`src/rtl/alu_mc.sv`:
```
// Multi-cycle integer ALU: single-cycle logic/arith/shift ops, iterative MULT/MULTU/DIV/DIVU.
// Latency counted from the accepting edge inclusive: 1 for ops 0-11, div-by-zero and DIV MIN/-1;
// WIDTH/MUL_BPC+1 for mul; WIDTH+1 for div. Backpressure: result held until out_ready.
//
// Ports: clk, rstn (async active-low); request in_valid/in_ready with op, a, b, shamt;
// response out_valid/out_ready with lo, hi (HI/LO for mul/div, hi=0 otherwise), zero (lo==0).
module alu_mc #(
    parameter int WIDTH   = 32,
    parameter int MUL_BPC = 1,
    localparam int SW     = $clog2(WIDTH)
) (
    input  logic             clk,
    input  logic             rstn,
    input  logic             in_valid,
    output logic             in_ready,
    input  logic [3:0]       op,
    input  logic [WIDTH-1:0] a,
    input  logic [WIDTH-1:0] b,
    input  logic [SW-1:0]    shamt,
    output logic             out_valid,
    input  logic             out_ready,
    output logic [WIDTH-1:0] lo,
    output logic [WIDTH-1:0] hi,
    output logic             zero
);
    localparam int CW = $clog2(WIDTH + 1);
    localparam logic [CW-1:0]    MUL_STEPS = CW'(WIDTH / MUL_BPC);
    localparam logic [CW-1:0]    DIV_STEPS = CW'(WIDTH);
    localparam logic [WIDTH-1:0] MIN_VAL   = {1'b1, {(WIDTH-1){1'b0}}};

    typedef enum logic [1:0] {IDLE, MUL, DIV} state_t;

    state_t             state;
    logic [CW-1:0]      cnt;
    logic [2*WIDTH-1:0] prod;      // {partial high half, multiplier bits not yet consumed}
    logic [WIDTH-1:0]   mcand;
    logic [WIDTH-1:0]   divisor;
    logic [WIDTH-1:0]   quo;       // dividend shifts out the top while quotient bits shift in
    logic [WIDTH-1:0]   rem;
    logic               neg_p;
    logic               neg_q;
    logic               neg_r;

    logic               accept;
    logic               sgn_op;
    logic               a_neg;
    logic               b_neg;
    logic [WIDTH-1:0]   a_mag;
    logic [WIDTH-1:0]   b_mag;
    logic [WIDTH-1:0]   alu_lo;

    assign in_ready = (state == IDLE) && (!out_valid || out_ready);
    assign accept   = in_valid && in_ready;
    assign zero     = (lo == '0);

    // MULT (12) and DIV (14) are the even codes of their pairs
    assign sgn_op = ~op[0];
    assign a_neg  = sgn_op & a[WIDTH-1];
    assign b_neg  = sgn_op & b[WIDTH-1];
    assign a_mag  = a_neg ? -a : a;
    assign b_mag  = b_neg ? -b : b;

    always_comb begin
        alu_lo = a;
        case (op)
            4'd1:    alu_lo = a + b;
            4'd2:    alu_lo = a - b;
            4'd3:    alu_lo = a & b;
            4'd4:    alu_lo = a | b;
            4'd5:    alu_lo = {{(WIDTH-1){1'b0}}, ($signed(a) < $signed(b))};
            4'd6:    alu_lo = {{(WIDTH-1){1'b0}}, (a < b)};
            4'd7:    alu_lo = b << shamt;
            4'd8:    alu_lo = ~(a | b);
            4'd9:    alu_lo = b >> shamt;
            4'd10:   alu_lo = $signed(b) >>> shamt;
            4'd11:   alu_lo = a ^ b;
            default: alu_lo = a;
        endcase
    end

    // Radix-2^MUL_BPC shift-add step: add mcand*digit into the high half, shift right.
    logic [WIDTH+MUL_BPC-1:0] mul_sum;
    logic [2*WIDTH-1:0]       prod_nxt;
    logic [2*WIDTH-1:0]       mul_fin;
    assign mul_sum  = {{MUL_BPC{1'b0}}, prod[2*WIDTH-1:WIDTH]}
                    + ({{MUL_BPC{1'b0}}, mcand} * {{WIDTH{1'b0}}, prod[MUL_BPC-1:0]});
    assign prod_nxt = {mul_sum, prod[WIDTH-1:MUL_BPC]};
    assign mul_fin  = neg_p ? -prod_nxt : prod_nxt;

    // Restoring division step: a borrow out of the trial subtract means "does not fit".
    logic [WIDTH:0]   rem_sh;
    logic [WIDTH:0]   rem_sub;
    logic [WIDTH-1:0] quo_nxt;
    logic [WIDTH-1:0] rem_nxt;
    logic [WIDTH-1:0] quo_fin;
    logic [WIDTH-1:0] rem_fin;
    assign rem_sh  = {rem, quo[WIDTH-1]};
    assign rem_sub = rem_sh - {1'b0, divisor};
    assign quo_nxt = {quo[WIDTH-2:0], ~rem_sub[WIDTH]};
    assign rem_nxt = rem_sub[WIDTH] ? rem_sh[WIDTH-1:0] : rem_sub[WIDTH-1:0];
    assign quo_fin = neg_q ? -quo_nxt : quo_nxt;
    assign rem_fin = neg_r ? -rem_nxt : rem_nxt;

    always_ff @(posedge clk or negedge rstn) begin
        if (!rstn) begin
            state     <= IDLE;
            cnt       <= '0;
            out_valid <= 1'b0;
            lo        <= '0;
            hi        <= '0;
            prod      <= '0;
            mcand     <= '0;
            divisor   <= '0;
            quo       <= '0;
            rem       <= '0;
            neg_p     <= 1'b0;
            neg_q     <= 1'b0;
            neg_r     <= 1'b0;
        end else begin
            case (state)
                IDLE: begin
                    if (out_valid && out_ready) begin
                        out_valid <= 1'b0;
                    end
                    if (accept) begin
                        if (op <= 4'd11) begin
                            lo        <= alu_lo;
                            hi        <= '0;
                            out_valid <= 1'b1;
                        end else if (op[3:1] == 3'b110) begin
                            state <= MUL;
                            cnt   <= MUL_STEPS;
                            mcand <= a_mag;
                            prod  <= {{WIDTH{1'b0}}, b_mag};
                            neg_p <= a_neg ^ b_neg;
                        end else if (b == '0) begin
                            lo        <= '1;
                            hi        <= a;
                            out_valid <= 1'b1;
                        end else if (sgn_op && (a == MIN_VAL) && (b == '1)) begin
                            // quotient magnitude 2^(WIDTH-1) is unrepresentable as positive
                            lo        <= MIN_VAL;
                            hi        <= '0;
                            out_valid <= 1'b1;
                        end else begin
                            state   <= DIV;
                            cnt     <= DIV_STEPS;
                            divisor <= b_mag;
                            quo     <= a_mag;
                            rem     <= '0;
                            neg_q   <= a_neg ^ b_neg;
                            neg_r   <= a_neg;
                        end
                    end
                end
                MUL: begin
                    prod <= prod_nxt;
                    cnt  <= cnt - CW'(1);
                    if (cnt == CW'(1)) begin
                        {hi, lo}  <= mul_fin;
                        out_valid <= 1'b1;
                        state     <= IDLE;
                    end
                end
                DIV: begin
                    quo <= quo_nxt;
                    rem <= rem_nxt;
                    cnt <= cnt - CW'(1);
                    if (cnt == CW'(1)) begin
                        lo        <= quo_fin;
                        hi        <= rem_fin;
                        out_valid <= 1'b1;
                        state     <= IDLE;
                    end
                end
                default: state <= IDLE;
            endcase
        end
    end
endmodule

```
`config.mk`:
```
export PLATFORM = sky130hd
export DESIGN_NAME = alu_mc
export DESIGN_NICKNAME = d
export VERILOG_FILES = /design/src/rtl/alu_mc.sv
export SDC_FILE = /design/constraint.sdc
export NUM_CORES = 2
export LEC_CHECK = 0
export CAP_MARGIN = 20
export CORE_MARGIN = 2
export CORE_UTILIZATION = 30
export CTS_CLUSTER_DIAMETER = 100
export DETAILED_ROUTE_END_ITERATION = 10
export GPL_TIMING_DRIVEN = 1
export PLACE_DENSITY_LB_ADDON = 0.08
export SLEW_MARGIN = 40
export SYNTH_ARGS = -nofsm -noshare
export SYNTH_HDL_FRONTEND = slang
export SYNTH_SLANG_ARGS = --single-unit
export TNS_END_PERCENT = 50
```
`constraint.sdc`:
```
create_clock -name clk -period 8 [get_ports clk]
set_input_delay 1.6 -clock clk [delete_from_list [all_inputs] [get_ports clk]]
set_output_delay 1.6 -clock clk [all_outputs]
set_load 0.01 [all_outputs]
```
### Word level (Yosys, flattened, before mapping)

Cells that the tools add are included.

* flip-flop bits (word level): 268
* input port bits: 77
* output and inout bits: 67
* word-level logic and storage cells: 156

* $add $sub $neg: 10
* multiply operators: 1
* magnitude comparators: 3
* eq/ne operators: 30
* shift operators: 3
* muxes and demuxes: 60
* bitwise gates (word level): 13
* reduce and logical (&&, ||, !) cells: 23

Operators with widths (count)
* $mux W32: 29
* $pmux W32 S11: 1
* $mux W64: 4
* $pmux W32 S3: 2
* $neg A32 Y32: 4
* $pmux W32 S2: 2
* $pmux W64 S2: 1
* $eq A32 B32 Y1 const B: 2
* $logic_not A32 Y1: 2
* $lt A32 B32 Y1: 2
* $neg A64 Y64: 1
* $add A32 B33 Y33: 1
* $mul A32 B1 Y33: 1
* $sub A33 B32 Y33: 1
* $add A32 B32 Y32: 1
* $and A32 B32 Y32: 1
* $not A32 Y32: 1
* $or A32 B32 Y32: 1
* $shl A32 B5 Y32: 1
* $shr A32 B5 Y32: 1
* $sshr A32 B5 Y32: 1
* $sub A32 B32 Y32: 1
* $xor A32 B32 Y32: 1
* $mux W6: 5
* other kinds (33): 76

### Longest topological paths before layout

* depth in word-level cells: 9
* mapped depth: 29
* depth with buffers taken out: 24

### Worst setup path before layout

Ideal clock, no wire load.

* kind: register to register
* from: register quo[31]
* to: register hi[22]
* library setup time: 0.094 ns
* arrival time: 6.336 ns
* data required time: 7.906 ns
* path slack: 1.570 ns
* stages on the path, launching flop included: 30
* buffers on the path: 5
* period minus slack after synthesis: 6.430 ns
* path through: dfrtp_1 inv_1 ha_1 fa_1 nor2b_1 o31a_1 o211ai_1 nand4_1 and2_1 a31o_2 and3_1 clkbuf_1 nor2_1 buf_1 buf_2 buf_1 clkbuf_1 nand2_1 o21ai_0 ha_1 inv_1 or4_1 or3_1 or3_1 nor3_1 mux2i_1 or2_2 o21ai_0 xnor2_1 a211oi_1

* cells in the longest elaborated chain, start to end: 6

Ends and longest elaborated chain
* start: declaration: line 38 `logic [WIDTH-1:0] quo;`
* start signal: assignment: line 149 `quo <= a_mag;`
* start signal: assignment: line 166 `quo <= quo_nxt;`
* $sub A33 B32 Y33: line 98 `assign rem_sub = rem_sh - {1'b0, divisor};`
* $mux W32 (*): line 100 `assign rem_nxt = rem_sub[WIDTH] ? rem_sh[WIDTH-1:0] : rem_sub[WIDTH-1:0];`
* $neg A32 Y32: line 102 `assign rem_fin = neg_r ? -rem_nxt : rem_nxt;`
* $mux W32 (*): line 102
* $mux W32 (*): line 169 `if (cnt == CW'(1)) begin`
* $pmux W32 S3 (*): line 120 `case (state)`
* end signal: assignment: line 160 `{hi, lo} <= mul_fin;`
* end signal: assignment: line 171 `hi <= rem_fin;`
* end: declaration: line 23 `output logic [WIDTH-1:0] hi,`

Mark *: on every way between the ends. The rest lies on a longest branch, timed or not. The select of a mux whose other input is x is not followed.
A chain may end at the register's enable or synchronous reset.

### Worst setup path in the final report

* from: register quo[31]
* to: register hi[16]

Same word-level chain as after synthesis.

==> qor.txt <==
status - complete, no violations
Total Routing Usage GR - 0.297
cell taking the most area after synthesis - dfrtp_1
Clock Latency Late Sink - 0.61 ns
Pleak - 13.3 nW
fillcell total - 10.3k
flops & latches, synth - 268
final hold vios - 0
highest routed metal layer - met5
yosys warns - 0
cell area after layout - 32700 um2
Slew Limit Fails - 0
CP Launch Type - flop
largest net degree at the start of global routing - 78
metal3 WL - 10.1 mm
Hold Crit Class - flop to flop
CTS Buf Count - 31
setup violators final - 0
clock root buffer - clkbuf_16
Longest Clk Path Bufs - 3
DIE HEIGHT - 314 um
wire per inst - 29.9 um
Worst slew margin - 0.393
CORE AREA - 95000 um2
Final Total Pwr - 10.2 mW
# resized after CTS - 0
dpl ws - 1.19 ns
Avg Vias per Cell - 6.04
Worst R2R Setup Slack - 1.54 ns
synth top area cells - dfrtp_1 (23%), ha_1 (7.5%), a21oi_1 (7.2%), xnor2_1 (5.1%), mux2i_1 (5.0%)
Seq/Total Area, Yosys - 0.233
CP Buf/Inv Count - 2
crit-path cells - inv_1 > ha_1 > fa_1 > nor2b_1 > o31a_1 > o211ai_1 > nand4_1 > and2_1 > a31o_2 > and3_1 > nor2_4 > nand2_1 > o21ai_0 > ha_1 > inv_1 > or4_1 > or3_1 > or3_1 > a21oi_1 > nor3_1 > a21oi_1 > xor2_1 > a221oi_1 > nor3_1
CP endpoint kind - flop
Hold-fix buffers, CTS - 0
WL final - 151 mm
max_cap viols - 0
peak supply drop - 0.000383 V
minimum period implied by the final worst setup slack - 6.46 ns
FFs w/ async S/R, synth - 1.00
crit path DAT - 6.91 ns
DR vias - 30.6k
Syn-to-layout area delta - 13.4%
initial antenna violation count - 6
post-placement cell area - 31600 um2
Clock Skews - 0.0286 ns
post-synth top area share - 0.233
Initial Utilization - 0.303
Die ar. - 98500 um2
DR DRC count - 0
std cell rows - 113
Post-synth EDFFs - 0
clk sinks - 268
storage element area - 6710 um2
predominant post-synthesis flop cell - dfrtp_1
first-pass GRT wire length - 215 mm
Avg Inst Size Synth - 7.64 um2
worst setup path class - flop to flop
CP Max Fanout - 13
GP Congestion - 1.01
CTS tree - done
RSZ-0062 raised after global routing - no
crit-path leading delay family - simple AND/OR/NAND/NOR gates
grt total ovfl - 0
Power per Cell Area - 312 nW/um2
net count after synthesis - 4023
critical path required time - 8.45 ns
Final HPWL DP - 120 mm
Multi-input gate area - 20600 um2
Die Width - 314 um
Clk pin slew, worst setup/hold paths - 0.06 ns
num ports - 144
Unique masters post-synth - 93
setup bufs post-CTS - 0
period utilization - 0.807
Port Buf Inserts - 143
routed length on met1 - 65.8 mm
Mapped Cells - 3769
synthesized area - 28800 um2
vias in the first global route - 29.0k
fmax - 155 MHz
Final nets - 4032
1st-iter DRT viols - 3256
final worst slack - 1.54 ns
WL met2 - 66.0 mm
measured slew at the worst slew-check pin - 0.902 ns
fraction of layout cells with a size suffix above 1 - 0.0761
Antenna Nets Post-Route - 0
drt first pass iters - 6
H-Tree Level Count - 1
Slowest cell on crit path - or4_1
setup TNS - 0 ns
critical path's largest stage delay - 0.55 ns
[cells by family (layout without fill, tap and decap cells)]
| group | Yosys count | in the layout | synth area share |
|---|---|---|---|
| compound gates | 1325 | 1325 | 0.294 |
| simple gates | 1132 | 1132 | 0.186 |
| buf+inv | 429 | 459 | 0.0582 |
| flops | 268 | 268 | 0.233 |
| xor+xnor | 233 | 233 | 0.0709 |
| mux | 205 | 205 | 0.0794 |
| fa+ha+maj | 177 | 177 | 0.0780 |
| other cells | 0 | 1 | 0 |
[path summary, 6_finish.rpt]
path,from,endpoint,depth (start not counted)
min in group asynchronous,rstn,prod[47],1
max reg2reg,quo[31],hi[16],24
max in group asynchronous,rstn,divisor[21],3
max,quo[31],hi[16],24
min,hi[15],hi[15],2
min reg2reg,hi[15],hi[15],2
[flip-flops by register name, summed over array words and instances, names as in the netlist]
name and count:
lo 32, state 2, cnt 6, out_valid 1, rem 32, hi 32, neg_q 1, quo 32
neg_p 1, neg_r 1, prod 64, divisor 32, mcand 32
[power by group]
part           leakage (nW)  total (mW)  switching [mW]  internal, mW
logic                  9.53        6.20            4.07          2.13
registers              3.29        2.49           0.614          1.87
clock network         0.497        1.50           0.642         0.856
[cell usage after synthesis, drive strengths merged, types with 13 or more instances]
cell type  count
a211oi        42
a21o          46
a21oi        413
a221o         25
a221oi        53
a22o          28
a22oi         25
a311oi        13
a31oi         52
and2          46
and3          23
buf           35
clkbuf       221
dfrtp        268
ha           173
inv          169
mux2          48
mux2i        143
mux4          14
nand2        315
nand2b        36
nand3         52
nand4         37
nor2         371
nor2b         18
nor3          71
nor4          37
o211ai        29
o21a          17
o21ai        290
o21bai        28
o221ai        23
o22ai         56
o31ai         68
o41ai         21
or2           20
or3           43
or4           26
xnor2        169
xor2          64
[layer usage]
layer	GRT usage	up-vias
li1	-	13900
met1	0.405	15100
met2	0.460	1390
met3	0.0309	229
met4	0.161	4
met5	0	-
[metrics by stage]
stage | util | hold WS [ns] | cells
5_1_grt | 0.344 | 0.505 | 5064
3_5_place_dp | 0.333 | 0.471 | 5010
4_1_cts | 0.344 | 0.485 | 5064
3_3_place_gp | 0.332 | 0.468 | 5009
6_report | 0.344 | 0.483 | 5065
2_1_floorplan | - | 0.442 | 3769
[cell usage in the layout (no fill, tap or decap), types with 20 or more instances in the layout]
cell type	synthesis	layout
a211oi_1	42	41
a21o_1	46	45
a21oi_1	413	411
a221o_1	25	25
a221oi_1	53	53
a22o_1	28	28
a22oi_1	25	25
a31oi_1	52	52
and2_1	44	44
and3_1	23	21
buf_4	4	86
clkbuf_16	0	31
clkdlybuf4s50_1	0	135
dfrtp_1	268	266
ha_1	173	170
inv_1	167	166
mux2_2	48	48
mux2i_1	143	143
nand2_1	314	310
nand2b_1	36	36
nand3_1	52	52
nand4_1	36	36
nor2_1	371	365
nor3_1	71	68
nor4_1	36	34
o211ai_1	29	29
o21ai_0	285	284
o21bai_1	28	28
o221ai_1	23	23
o22ai_1	56	56
o31ai_1	67	67
o41ai_1	20	20
or3_1	40	39
or4_1	21	21
xnor2_1	169	167
xor2_1	64	64
[final cells by class]
class	count	area share
Multi-Input combinational cell	3072	0.630
Clock inverter	14	0.00563
Clock buffer	40	0.0254
Sequential cell	268	0.205
Inverter	172	0.0198
Antenna cell	1	0.0000766
Timing Repair Buffer	233	0.0651
Tap cell	1265	0.0485
[tightest hold or removal path: cells and delay by family, from the launching register on]
kind | cells | cell delay [ns]
AO/OA/AOI/OAI | 1 | 0.06
flip-flops | 1 | 0.34
AND/OR/NAND/NOR | 1 | 0.04
(Power assumes the default switching activity.)
